<file path="src/rtl/stream_crossbar_pkg.sv">
// Shared types and constants for the stream crossbar slave-side blocks.
package stream_crossbar_pkg;

   // Output-stage FSM: waiting for a grant, or locked onto one master for a packet.
   typedef enum logic {IDLE, LOCK} out_state_t;

   localparam int OUT_BUF_DEPTH = 2;
   localparam int OUT_BUF_CNT_W = $clog2(OUT_BUF_DEPTH + 1);

   // Master id width, identical to the formula used by round_robin_arbiter.
   function automatic int id_width(input int count);
      return $clog2(count);
   endfunction

endpackage

</file>
<file path="src/rtl/stream_skid_buffer.sv">
// Two-entry FIFO with registered full flag. Entry 0 is always the head, so
// the head entry only changes on a pop or on a push into an empty buffer.
module stream_skid_buffer
   import stream_crossbar_pkg::*;
#(
   parameter int WIDTH = 10
)(
   input  logic                     clk_i,
   input  logic                     rst_i,
   input  logic                     push_i,
   input  logic [WIDTH-1:0]         data_i,
   input  logic                     pop_i,
   output logic [WIDTH-1:0]         data_o,
   output logic                     full_o,
   output logic [OUT_BUF_CNT_W-1:0] count_o
);

   logic [WIDTH-1:0]         ent0_q, ent0_d;
   logic [WIDTH-1:0]         ent1_q, ent1_d;
   logic [OUT_BUF_CNT_W-1:0] count_q, count_d;
   logic                     full_q;
   logic                     do_push;
   logic                     do_pop;

   assign do_pop  = pop_i && (count_q != '0);
   assign do_push = push_i && !full_q;

   // Next entries and occupancy for every push/pop combination.
   always_comb begin
      // NOTE: every variable gets a default first so no path leaves it unassigned (no latch).
      ent0_d  = ent0_q;
      ent1_d  = ent1_q;
      count_d = count_q;
      case ({do_push, do_pop})
         2'b10: begin
            if (count_q == '0) ent0_d = data_i;
            else               ent1_d = data_i;
            count_d = count_q + 1'b1;
         end
         2'b01: begin
            ent0_d  = ent1_q;
            count_d = count_q - 1'b1;
         end
         2'b11: begin
            if (count_q == OUT_BUF_CNT_W'(1)) begin
               ent0_d = data_i;
            end else begin
               ent0_d = ent1_q;
               ent1_d = data_i;
            end
         end
         default: ;
      endcase
   end

   // Storage, occupancy and the registered full flag.
   always_ff @(posedge clk_i) begin
      if (rst_i) begin
         // NOTE: the two entries are reset as well, so the slave data port reads 0 after reset.
         ent0_q  <= '0;
         ent1_q  <= '0;
         count_q <= '0;
         full_q  <= 1'b0;
      end else begin
         // NOTE: non-blocking assignments keep every register updating from pre-edge values.
         ent0_q  <= ent0_d;
         ent1_q  <= ent1_d;
         count_q <= count_d;
         full_q  <= (count_d == OUT_BUF_CNT_W'(OUT_BUF_DEPTH));
      end
   end

   assign data_o  = ent0_q;
   assign full_o  = full_q;
   assign count_o = count_q;

endmodule

</file>
<file path="src/rtl/stream_output_mux.sv">
// Per-slave output stage: locks onto the granted master for a whole packet,
// routes its beats into a 2-entry buffer and returns a one-hot last pulse.
module stream_output_mux
   import stream_crossbar_pkg::*;
#(
   parameter  int S_DATA_COUNT = 2,
   parameter  int T_DATA_WIDTH = 8,
   localparam int T_ID___WIDTH = id_width(S_DATA_COUNT)
)(
   input  logic                                     clk_i,
   input  logic                                     rst_i,
   input  logic                                     grant_valid_i,
   input  logic [T_ID___WIDTH-1:0]                  grant_id_i,
   input  logic [S_DATA_COUNT-1:0][T_DATA_WIDTH-1:0] s_tdata_i,
   input  logic [S_DATA_COUNT-1:0]                  s_tvalid_i,
   input  logic [S_DATA_COUNT-1:0]                  s_tlast_i,
   output logic [S_DATA_COUNT-1:0]                  s_tready_o,
   output logic [T_DATA_WIDTH-1:0]                  m_tdata_o,
   output logic [T_ID___WIDTH-1:0]                  m_tid_o,
   output logic                                     m_tlast_o,
   output logic                                     m_tvalid_o,
   input  logic                                     m_tready_i,
   output logic [S_DATA_COUNT-1:0]                  last_o
);

   localparam int BUF_W = T_DATA_WIDTH + T_ID___WIDTH + 1;

   out_state_t                state_q, state_d;
   logic [T_ID___WIDTH-1:0]   lock_id_q, lock_id_d;
   logic                      buf_push;
   logic                      buf_full;
   logic [BUF_W-1:0]          buf_wdata;
   logic [BUF_W-1:0]          buf_head;
   logic [OUT_BUF_CNT_W-1:0]  buf_count;

   // Beat written into the buffer always comes from the locked master.
   assign buf_wdata = {s_tdata_i[lock_id_q], lock_id_q, s_tlast_i[lock_id_q]};

   // Next state, lock id, per-master ready, push strobe and last pulse.
   always_comb begin
      state_d    = state_q;
      lock_id_d  = lock_id_q;
      s_tready_o = '0;
      last_o     = '0;
      buf_push   = 1'b0;
      case (state_q)
         IDLE: begin
            if (grant_valid_i) begin
               lock_id_d = grant_id_i;
               state_d   = LOCK;
            end
         end
         LOCK: begin
            s_tready_o[lock_id_q] = !buf_full;
            if (s_tvalid_i[lock_id_q] && !buf_full) begin
               buf_push = 1'b1;
               if (s_tlast_i[lock_id_q]) begin
                  last_o[lock_id_q] = 1'b1;
                  state_d           = IDLE;
               end
            end
         end
         default: state_d = IDLE;
      endcase
   end

   // FSM state and locked master id.
   always_ff @(posedge clk_i) begin
      if (rst_i) begin
         state_q   <= IDLE;
         lock_id_q <= '0;
      end else begin
         state_q   <= state_d;
         lock_id_q <= lock_id_d;
      end
   end

   stream_skid_buffer #(
      .WIDTH (BUF_W)
   ) u_out_buf (
      .clk_i   (clk_i),
      .rst_i   (rst_i),
      .push_i  (buf_push),
      .data_i  (buf_wdata),
      .pop_i   (m_tready_i),
      .data_o  (buf_head),
      .full_o  (buf_full),
      .count_o (buf_count)
   );

   assign {m_tdata_o, m_tid_o, m_tlast_o} = buf_head;
   assign m_tvalid_o = (buf_count != '0);

endmodule

</file>
<file path="config.mk">
export PLATFORM = sky130hd
export DESIGN_NAME = stream_output_mux
export DESIGN_NICKNAME = d
export VERILOG_FILES = /design/src/rtl/stream_crossbar_pkg.sv /design/src/rtl/stream_skid_buffer.sv /design/src/rtl/stream_output_mux.sv
export SDC_FILE = /design/constraint.sdc
export NUM_CORES = 1
export LEC_CHECK = 0
export CORE_ASPECT_RATIO = 1.2
export CORE_MARGIN = 5
export CORE_UTILIZATION = 45
export DETAILED_ROUTE_END_ITERATION = 7
export DONT_BUFFER_PORTS = 1
export GPL_ROUTABILITY_DRIVEN = 0
export PLACE_DENSITY_LB_ADDON = 0.12
export SYNTH_ARGS = -nofsm -noshare
export SYNTH_HDL_FRONTEND = slang
export SYNTH_SLANG_ARGS = --single-unit
</file>
<file path="constraint.sdc">
create_clock -name clk_i -period 3.75 [get_ports clk_i]
set_clock_uncertainty 0.2 [all_clocks]
set_input_delay 0.5625 -clock clk_i [delete_from_list [all_inputs] [get_ports clk_i]]
set_output_delay 0.5625 -clock clk_i [all_outputs]
set_load 0.005 [all_outputs]
</file>
==> reports/results.tsv <==
metric	value	unit
TritonCTS clock tree	yes	
FF-to-FF End	u_out_buf.data_o[2]$_SDFFE_PP0P_	
end of the critical path	u_out_buf.data_o[2]$_SDFFE_PP0P_	
final worst setup slack	1.125	ns
fin. max-slew vios	0	
ant diodes	0	
overall die width	61.89	microns
Wirelength per Cell	18.21	microns
CTS buffer count	3	
Vias	1204	
top cell type's share of synthesized area	0.3442	
worst flop-to-flop path startpoint	u_out_buf.count_o[0]$_SDFF_PP0_	
setup violators final	0	
leakage power	0.4947	nW
CP peak stage delay	0.56	ns
pin count of the biggest net entering global routing	26	
post-DP HPWL	2.548	mm
die height	72.27	microns
fin crit share	0.6999	
GRT Residual Overflow	0	
DRT iter0 DRCs	68	
clk root buf	clkbuf_4	
Syn-to-layout area delta	-0.5161	%
Post-synth EDFFs	0	
number of cells upsized or downsized after cts	0	
Bufs and invs on worst path	2	
Commonest cells post-synth	dfxtp_1, a211oi_1, a311oi_1, nor3_1, o211ai_1	
R2R depth	8	
clk slew on worst S/H paths	0.14	ns
Post-synth ARST share	0	
DRT Wirelength	3.441	mm
top cells by area, synth	dfxtp_1, mux2_2, a311oi_1, a211oi_1, o211ai_1	
Worst path slowest cell	nor2b_1	
Slew headroom	0.5699	
final non-filler cell total	189	
Util after Layout	0.4692	
post-synth net total	195	
synth unique cells	33	
fillers	307	
Mapped Area	1454	sq um
Max FO, Critical Path	25	
CP Depth	8	
Max Fclk	381.0	MHz
Setup WS pre-CTS	1.167	ns
Overall Global Routing Usage	0.1654	
Worst Setup Start Kind	flop	
Max Cap Violations	0	
DRT Pass-1 Iters	4	
Reg2Reg Setup Slack	1.13	ns
synthesis-stage register bit count	25	
die area	4472	sq um
Nets	184	
global-route wire length before repair	5.692	mm
CP arrival	2.67	ns
Seq/Total Area, Yosys	0.3442	
yosys synthesis warning count	0	
hold buffers post-CTS	0	
Cells after Synth	165	
number of global-route vias before repair	1138	
CTS H-tree lvls	1	
Rows	22	
share of cells above drive strength 1	0.1176	
Synth area leader	dfxtp_1	
Post-DRT Antenna Nets	0	
Overall Power	0.0005191	W
CTS Buffer Depth	2	
Clk Latency, worst-skew pair	0.33	ns
Critical Path Source	u_out_buf.count_o[0]$_SDFF_PP0_	
placed insts	185	
Vias/cell	6.370	
I/O Buffers	0	
Worst setup EP type	flop	
CP delay by family, top	simple AND/OR/NAND/NOR gates	
CTS sink cnt	25	
Hold WC Path Type	input port to flop	
Fin. Hold Viols	0	
worst hold path cell count	1	
initial antenna violation count	0	
num ports	40	
PwrDens	358.9	nW/um^2
RSZ-0062 raised after global routing	no	
critical path class	flop to flop	
top_reg_cell synth	dfxtp_1	
Starting Density	0.4716	
worst slew pin tran	0.6438	ns
crit path time final	2.625	ns
leading cell type by number of instances after synthesis	dfxtp_1	
DRC	0	
Core Box Area	3083	sq um
Peak VDD IR	181.2	uV
Post-CTS Setup Bufs	0	
critical path cell sequence	inv_1 > ha_1 > nor2b_1 > buf_4 > ha_1 > nor2b_1 > o211ai_1 > a311oi_1	
setup TNS	0	ns
Avg Synthesized Cell Area	8.811	sq um
required time of the worst setup path	3.79	ns
status	finished, final reports clean	
-- power by group --
| group | leakage (nW) | switching (W) | internal [W] |
|---|---|---|---|
| clock | 0.0150 | 0.0000829 | 0.0000417 |
| combinational | 0.275 | 0.0000528 | 0.0000416 |
| sequential | 0.205 | 0.0000144 | 0.000286 |
-- cell usage in the layout, fill, tap and decap left out --
cell type,n
nor4_1,9
o211a_1,1
or2_2,1
nand2_1,4
mux2i_1,3
dfxtp_1,25
o211ai_1,10
a21oi_1,1
o31ai_1,1
inv_2,1
a31oi_1,9
o21ai_0,9
inv_1,5
buf_4,2
nand4_1,1
clkbuf_4,3
nor3_1,10
o21ba_2,1
a21o_1,2
a311oi_1,10
a211oi_1,11
ha_1,5
and3b_1,1
clkbuf_1,1
nor2b_1,5
mux2_4,1
nand4b_1,1
and2_1,4
nor2_1,7
mux2_2,9
-- cells by family after synthesis --
family	Yosys count	synth area share
AO/OA/AOI/OAI	55	0.2711
adder cells (fa/ha/maj)	5	0.04303
buffers and inverters	24	0.08003
flip-flops	25	0.3442
multiplexers	13	0.1007
AND/OR/NAND/NOR	43	0.1609
-- cell type report --
class / instances / area (sq um) / share of cell area
clock buffer: 4 / 26.28 / 0.01817
inverter: 6 / 22.52 / 0.01557
multi-input combinational: 116 / 837.1 / 0.5787
sequential: 25 / 500.5 / 0.3460
tap: 36 / 45.04 / 0.03114
timing repair buffer: 2 / 15.01 / 0.01038
-- state kept, by name, summed over array words and instances (netlist names) --
register,count
u_out_buf.data_o,10
u_out_buf.ent1_q,10
u_out_buf.count_o,2
lock_id_q,1
state_q,1
u_out_buf.full_o,1
-- through the flow --
stage | hold WS (ns) | cell area [sq um]
5_1_grt | 0.06163 | 1446
6_report | 0.08125 | 1446
4_1_cts | 0.07621 | 1446
3_3_place_gp | 0.2771 | 1420
2_1_floorplan | 0.2488 | 1454
3_5_place_dp | 0.2795 | 1420
-- worst min path at each step --
stage,start,end
after floorplan,u_out_buf.ent1_q[1]$_SDFFE_PP0P_,u_out_buf.ent1_q[1]$_SDFFE_PP0P_
final,rst_i,u_out_buf.data_o[3]$_SDFFE_PP0P_
after global routing,rst_i,u_out_buf.data_o[3]$_SDFFE_PP0P_
after detailed placement,u_out_buf.ent1_q[1]$_SDFFE_PP0P_,u_out_buf.ent1_q[1]$_SDFFE_PP0P_
after global placement,u_out_buf.ent1_q[1]$_SDFFE_PP0P_,u_out_buf.ent1_q[1]$_SDFFE_PP0P_
after CTS,rst_i,u_out_buf.data_o[3]$_SDFFE_PP0P_
-- per-layer routing --
| metal | global-route usage | share of wire | vias up |
|---|---|---|---|
| met5 | 0 | 0 | - |
| met4 | 0.05660 | 0.014 | 0 |
| met3 | 0.02491 | 0.060 | 5 |
| met2 | 0.2398 | 0.45 | 31 |
| met1 | 0.2457 | 0.48 | 559 |
| li1 | - | - | 609 |
(Power assumes the default switching activity.)
